[config.mk]
export PLATFORM = sky130hd
export DESIGN_NAME = booth_mult_seq
export DESIGN_NICKNAME = d
export VERILOG_FILES = /design/src/rtl/booth_mult_seq.sv
export SDC_FILE = /design/constraint.sdc
export NUM_CORES = 1
export LEC_CHECK = 0
export BUFFER_PORTS_ARGS = -buffer_cell sky130_fd_sc_hd__buf_2
export CORE_MARGIN = 4
export CORE_UTILIZATION = 50
export DETAILED_ROUTE_END_ITERATION = 6
export GPL_TIMING_DRIVEN = 0
export MAX_ROUTING_LAYER = met4
export PLACE_DENSITY = 0.8
export RECOVER_POWER = 50
export SLEW_MARGIN = 10
export SYNTH_ARGS = -nofsm -noshare
export SYNTH_HDL_FRONTEND = slang
export SYNTH_SLANG_ARGS = --single-unit
[constraint.sdc]
create_clock -name clk -period 2.7 [get_ports clk]
set_clock_uncertainty 0.05 [all_clocks]
set_input_delay 0.27 -clock clk [delete_from_list [all_inputs] [get_ports clk]]
set_output_delay 0.27 -clock clk [all_outputs]
set_load 0.02 [all_outputs]
[src/rtl/booth_mult_seq.sv]
// Sequential radix-2 Booth multiplier, one Booth step per clock, signed or unsigned operands.
// Optional BOOTH_ZERO_SKIP_EN: a zero operand completes straight from IDLE to DONE.
module booth_mult_seq #(
    parameter int WIDTH = 8
) (
    input  logic                 clk,
    input  logic                 rst_n,
    input  logic                 start,
    input  logic                 signed_mode,
    input  logic [WIDTH-1:0]     multiplicand,
    input  logic [WIDTH-1:0]     multiplier,
    output logic                 busy,
    output logic                 done,
    output logic [2*WIDTH-1:0]   product
);

    localparam int DW = WIDTH + 1;
    localparam int CW = $clog2(WIDTH + 2);
    localparam logic [CW-1:0] STEPS = CW'(DW);

    typedef enum logic [1:0] {
        IDLE = 2'd0,
        CALC = 2'd1,
        DONE = 2'd2
    } state_t;

    state_t state;
    state_t state_next;

    logic [DW-1:0] a_reg;
    logic [DW-1:0] q_reg;
    logic [DW-1:0] m_reg;
    logic          q_m1;
    logic [CW-1:0] count;

    logic [DW-1:0] ext_m;
    logic [DW-1:0] ext_q;
    logic [DW-1:0] a_sum;
    logic [DW-1:0] a_next;
    logic [DW-1:0] q_next;
    logic          q_m1_next;
    logic          accept;
    logic          last_step;
    logic          zero_op;

    // One extra bit lets the same signed Booth recoding cover unsigned operands.
    assign ext_m = signed_mode ? {multiplicand[WIDTH-1], multiplicand} : {1'b0, multiplicand};
    assign ext_q = signed_mode ? {multiplier[WIDTH-1], multiplier} : {1'b0, multiplier};

    assign accept    = (state == IDLE) && start;
    assign last_step = (state == CALC) && (count == CW'(1));

`ifdef BOOTH_ZERO_SKIP_EN
    assign zero_op = (ext_m == '0) || (ext_q == '0);
`else
    assign zero_op = 1'b0;
`endif

    always_comb begin
        a_sum = a_reg;
        case ({q_reg[0], q_m1})
            2'b01:   a_sum = a_reg + m_reg;
            2'b10:   a_sum = a_reg - m_reg;
            default: a_sum = a_reg;
        endcase
    end

    assign {a_next, q_next, q_m1_next} = {a_sum[DW-1], a_sum, q_reg};

    always_ff @(posedge clk or negedge rst_n) begin
        if (!rst_n) begin
            state <= IDLE;
        end else begin
            state <= state_next;
        end
    end

    always_comb begin
        state_next = state;
        case (state)
            IDLE: begin
                if (start) begin
                    state_next = zero_op ? DONE : CALC;
                end
            end
            CALC: begin
                if (last_step) begin
                    state_next = DONE;
                end
            end
            DONE:    state_next = IDLE;
            default: state_next = IDLE;
        endcase
    end

    always_comb begin
        busy = (state != IDLE);
        done = (state == DONE);
    end

    // Product is only written at completion so it holds the last result between operations.
    always_ff @(posedge clk or negedge rst_n) begin
        if (!rst_n) begin
            a_reg   <= '0;
            q_reg   <= '0;
            m_reg   <= '0;
            q_m1    <= 1'b0;
            count   <= '0;
            product <= '0;
        end else if (accept) begin
            m_reg <= ext_m;
            q_reg <= ext_q;
            a_reg <= '0;
            q_m1  <= 1'b0;
            count <= STEPS;
            if (zero_op) begin
                product <= '0;
            end
        end else if (state == CALC) begin
            a_reg <= a_next;
            q_reg <= q_next;
            q_m1  <= q_m1_next;
            count <= count - 1'b1;
            if (last_step) begin
                product <= {a_next[WIDTH-2:0], q_next};
            end
        end
    end

endmodule

-- After elaboration in Yosys (flattened, before gate mapping)
Index checks and enable logic that the tools add are counted.
- flip-flop bits (word level): 50
- output and inout port bits: 18
- word-level logic and storage cells: 39
- $add $sub $neg: 3
- eq/ne operators: 7
- mux-type cells: 14
- bitwise logic cells: 1
- reduce and logical (&&, ||, !) cells: 7
- operators with widths (cell ; count):
    $mux W9 ; 6
    $pmux W9 S2 ; 1
    $add A9 B9 Y9 ; 1
    $sub A9 B9 Y9 ; 1
    $mux W4 ; 2
    $eq A2 B1 Y1 const B ; 2
    $eq A2 B2 Y1 const B ; 2
    $eq A4 B1 Y1 const B ; 1
    $mux W2 ; 2
    $ne A2 B2 Y1 const B ; 2
    $pmux W2 S2 ; 1
    $reduce_bool A2 Y1 ; 2
    $sub A4 B1 Y4 const B ; 1
    $reduce_and A3 Y1 ; 1
    $logic_and A1 B1 Y1 ; 2
    $logic_not A2 Y1 ; 1
    $mux W1 ; 2
    $reduce_and A2 Y1 ; 1
    $not A1 Y1 ; 1

-- Logic depth before layout (Yosys ltp)
- depth after elaboration: 4
- gate-level depth with buffers: 12
- depth with buffers taken out: 11

-- Worst setup path before layout
No wires, ideal clock.
- kind: register -> register
- start point: register q_m1
- end point: register a_reg[7]
- setup time: 0.136 ns
- arrival time: 2.411 ns
- data required time: 2.514 ns
- path slack: 0.103 ns
- cell stages (with the launch flop): 12
- period minus slack after synthesis: 2.597 ns
- path through: dfrtp_1 > inv_1 > ha_1 > clkbuf_1 > mux2_2 > fa_1 > nor2b_4 > o31a_1 > o21ai_2 > xnor2_1 > o311ai_1 > o41ai_1
- word-level cells in the longest chain between the ends: 4
- elaborated cells between the ends (all ways): 5
- classes of those cells: eq/ne: 2; mux: 3
- ends and longest elaborated chain (element ; RTL line ; RTL):
    start: declaration ; 33 ; logic q_m1;
    start signal: assignment ; 122 ; q_m1 <= q_m1_next;
    $eq A2 B2 Y1 or $eq A2 B1 Y1 (tied branches) ; 61 ; case ({q_reg[0], q_m1})
    $pmux W9 S2 (*) ; 61 ;
    $mux W9 (*) ; 119 ; end else if (state == CALC) begin
    $mux W9 (*) ; 110 ; end else if (accept) begin
    end signal: assignment ; 120 ; a_reg <= a_next;
    end: declaration ; 30 ; logic [DW-1:0] a_reg;
Mark *: on every way between the ends. The rest lies on a longest branch, timed or not. The select of a mux whose other input is x is not followed.
A chain may end at the register's enable or synchronous reset.

-- Worst setup path after layout
- start point: register m_reg[0]
- end point: register a_reg[7]
- word-level cells in the longest chain between the ends: 4
- elaborated cells between the ends (all ways): 5
- classes of those cells: add/sub: 2; mux: 3
- ends and longest elaborated chain (element ; RTL line ; RTL):
    start: declaration ; 32 ; logic [DW-1:0] m_reg;
    start signal: assignment ; 111 ; m_reg <= ext_m;
    $sub A9 B9 Y9 or $add A9 B9 Y9 (tied branches) ; 63, 62 ;
    $pmux W9 S2 (*) ; 61 ;
    $mux W9 (*) ; 119 ;
    $mux W9 (*) ; 110 ;
Marked as above.

==> impl_results.md <==
* RSZ-0062 raised after global routing: false
* Hpwl dp at 4190 um
* Worst skew pair latency at 310 ps
* Max transition margin at 0.197
* Crit start category: register
* CP peak stage delay at approximately 400 ps
* Synth warn at 0
* Port-buffer cells at 37
* Design area at between 0.003 and 0.004 mm^2
* CTS tree: yes
* Detailed-route via count at roughly 2200
* GP Congestion at 0.820
* ANT cells at 0
* Slew Limit Fails at 0
* Final setup fails at 0
* Initial Util at 0.516
* Pre-CTS WS at -164 ps
* Arrival time at the worst endpoint at 2690 ps
* Setup TNS at 0 ps
* Full die area at 0.00650 mm^2
* Hold Path Class: in2reg
* IO Pins at 38
* Synthesized flop and latch total at 49
* Vias/cell at 5.33
* Max FFs per register at 16
* Iteration-0 DRC count of the detailed router at between 150 and 200
* Post-synth top area share at 0.465
* Max_cap viols at 0
* H-tree levels at 2
* Cell accounting for the most synthesized area: dfrtp_1
* Syn Inst Count at 291
* Sink Count at 49
* Final #Nets at 372
* Root buffer cell: clkbuf_8
* Cells on Worst Hold Path at 3
* Drt first pass iters at 4
* Vias in the first global route at 2145
* Final ANT Viol Nets at 0
* Cts hold-fix bufs at 0
* Fin crit share at 0.946
* Worst setup margin at 146 ps
* Critical-path cell list: inv_2 -> ha_1 -> mux2_4 -> fa_2 -> nor2b_4 -> o31a_1 -> o21ai_2 -> xnor2_2 -> o311ai_2 -> o41ai_1
* Slowest CP cell: dfrtp_1
* Num CTS Buffers at 5
* Critical path endpoint category: register
* Run status: finished, final reports clean
* Hold_ws at a little under 100 ps
* Core area at 0.00511 mm^2
* Post-layout min period at 2550 ps
* CP required at 2840 ps
* Die Y at 80.6 um
* Synth Net Count at 324
* Largest net degree at the start of global routing at 50
* Post-DR wirelength/cell at between 10 and 15 um
* Share of cells above drive strength 1 at 0.197
* Mapped Area at between 0.002 and 0.003 mm^2
* Synthesized area per cell at slightly above 9 um^2
* Share of the yosys chip area belonging to registers at 0.465
* Post-detailed-routing wire length at 5860 um
* Post-synth cell types at 45
* Post-synth top flop: dfrtp_1
* Crit-path leading delay family: compound AO/OA/AOI/OAI gates
* Syn-to-layout area delta at 17.3%
* Row cnt at 26
* First-pass GRT wire length at about 9800 um
* Most common cell in the netlist: nand2_1
* Crit path depth at 10
* Total track usage at 0.197
* Initial antenna violation count at 0
* CP Buf/Inv Count at 1
* Placed instance area at 0.00291 mm^2
* Reg clk slew, reported paths at 90 ps
* Max Freq at 392 MHz
* DRC at 0
* Grt ovf at 0
* Final Hold Fails at 0
* Fillers at around 470
* Async set-reset flop share out of synthesis at 1.00
* Die W at around 81 um
* Area contributors post-synth: dfrtp_1 46%, nand2_1 11%, ha_1 5.7%
* Post-synth EDFFs at 0
* Reg2reg path depth at 10
* CTS Buffer Depth at 2
* Top cells by count, synth: 76 x nand2_1, 49 x dfrtp_1, 22 x o21ai_0, 12 x ha_1, 12 x nor2_1
* Slew @ Worst Pin at 1200 ps
* Worst Path Max Fanout at 3
* Kind of critical path: reg2reg
==> worst min-delay path, stage by stage <==
cell and delay, ps:
buf_2 70, nand2_1 40, nand2_1 50
==> cell families after synthesis <==
family	share of synthesized area
xor+xnor	0.0460
compound gates	0.136
fa+ha+maj	0.0645
flops	0.465
mux	0.0199
buf+inv	0.0436
simple gates	0.225
==> layout by cell type (no fill, tap or decap), drive strengths merged, types with 2 or more instances in the layout <==
cell type and n:
xnor2 11, buf 40, o21ai 23, ha 12, nor3b 3, nand3 11, dfrtp 49, nand2b 2
inv 13, o31ai 3, mux2i 3, a22oi 8, nor4b 3, o21a 2, nor2 13, clkbuf 20
nand2 78, xor2 2, nor2b 4, nor4 3, and3 3, a31oi 4, mux2 2, nor3 5
a21oi 12
==> routing by layer <==
metal	global-route usage	wire, um	up-vias
li1	-	-	1082
met4	0.0524	48	0
met5	-	0	-
met3	0.0314	242	7
met1	0.258	2680	1049
met2	0.320	2890	46
==> final timing paths <==
check | slack [ps] | from | endpoint
worst max register to register | 150 | m_reg[0]$_DFFE_PN0P_ | a_reg[7]$_DFFE_PN0P_
worst min-delay path | 100 | multiplicand[2] | m_reg[2]$_DFFE_PN0P_
min in group asynchronous | 140 | rst_n | a_reg[2]$_DFFE_PN0P_
worst min register to register | 430 | product[6]$_DFFE_PN0P_ | product[6]$_DFFE_PN0P_
worst max-delay path | 150 | m_reg[0]$_DFFE_PN0P_ | a_reg[7]$_DFFE_PN0P_
max in group asynchronous | 1720 | rst_n | m_reg[5]$_DFFE_PN0P_
==> what timing repair did <==
action,CTS,global route
pin swaps,0,4
gates resized for setup,1,11
setup buffers,1,4
setup endpoints to repair,7,7
==> cell type report <==
cell class | instances | area, um^2 | area share
Buffer | 13 | 70.1 | 0.0227
Multi-Input combinational cell | 217 | 1340 | 0.433
Inverter | 11 | 41.3 | 0.0133
Clock buffer | 5 | 68.8 | 0.0222
Timing Repair Buffer | 42 | 211 | 0.0684
Tap cell | 70 | 87.6 | 0.0283
Clock inverter | 3 | 47.5 | 0.0154
Sequential cell | 49 | 1230 | 0.396
==> stage by stage <==
step / cells / utilization
final: 410 / 0.606
after global routing: 410 / 0.606
after CTS: 406 / 0.594
after detailed placement: 398 / 0.570
after global placement: 398 / 0.570
after floorplan: 291 / -
Power is left out: the tool's default activity adds up to more than one toggle a clock period on the data nets, which glitch-free logic cannot reach.
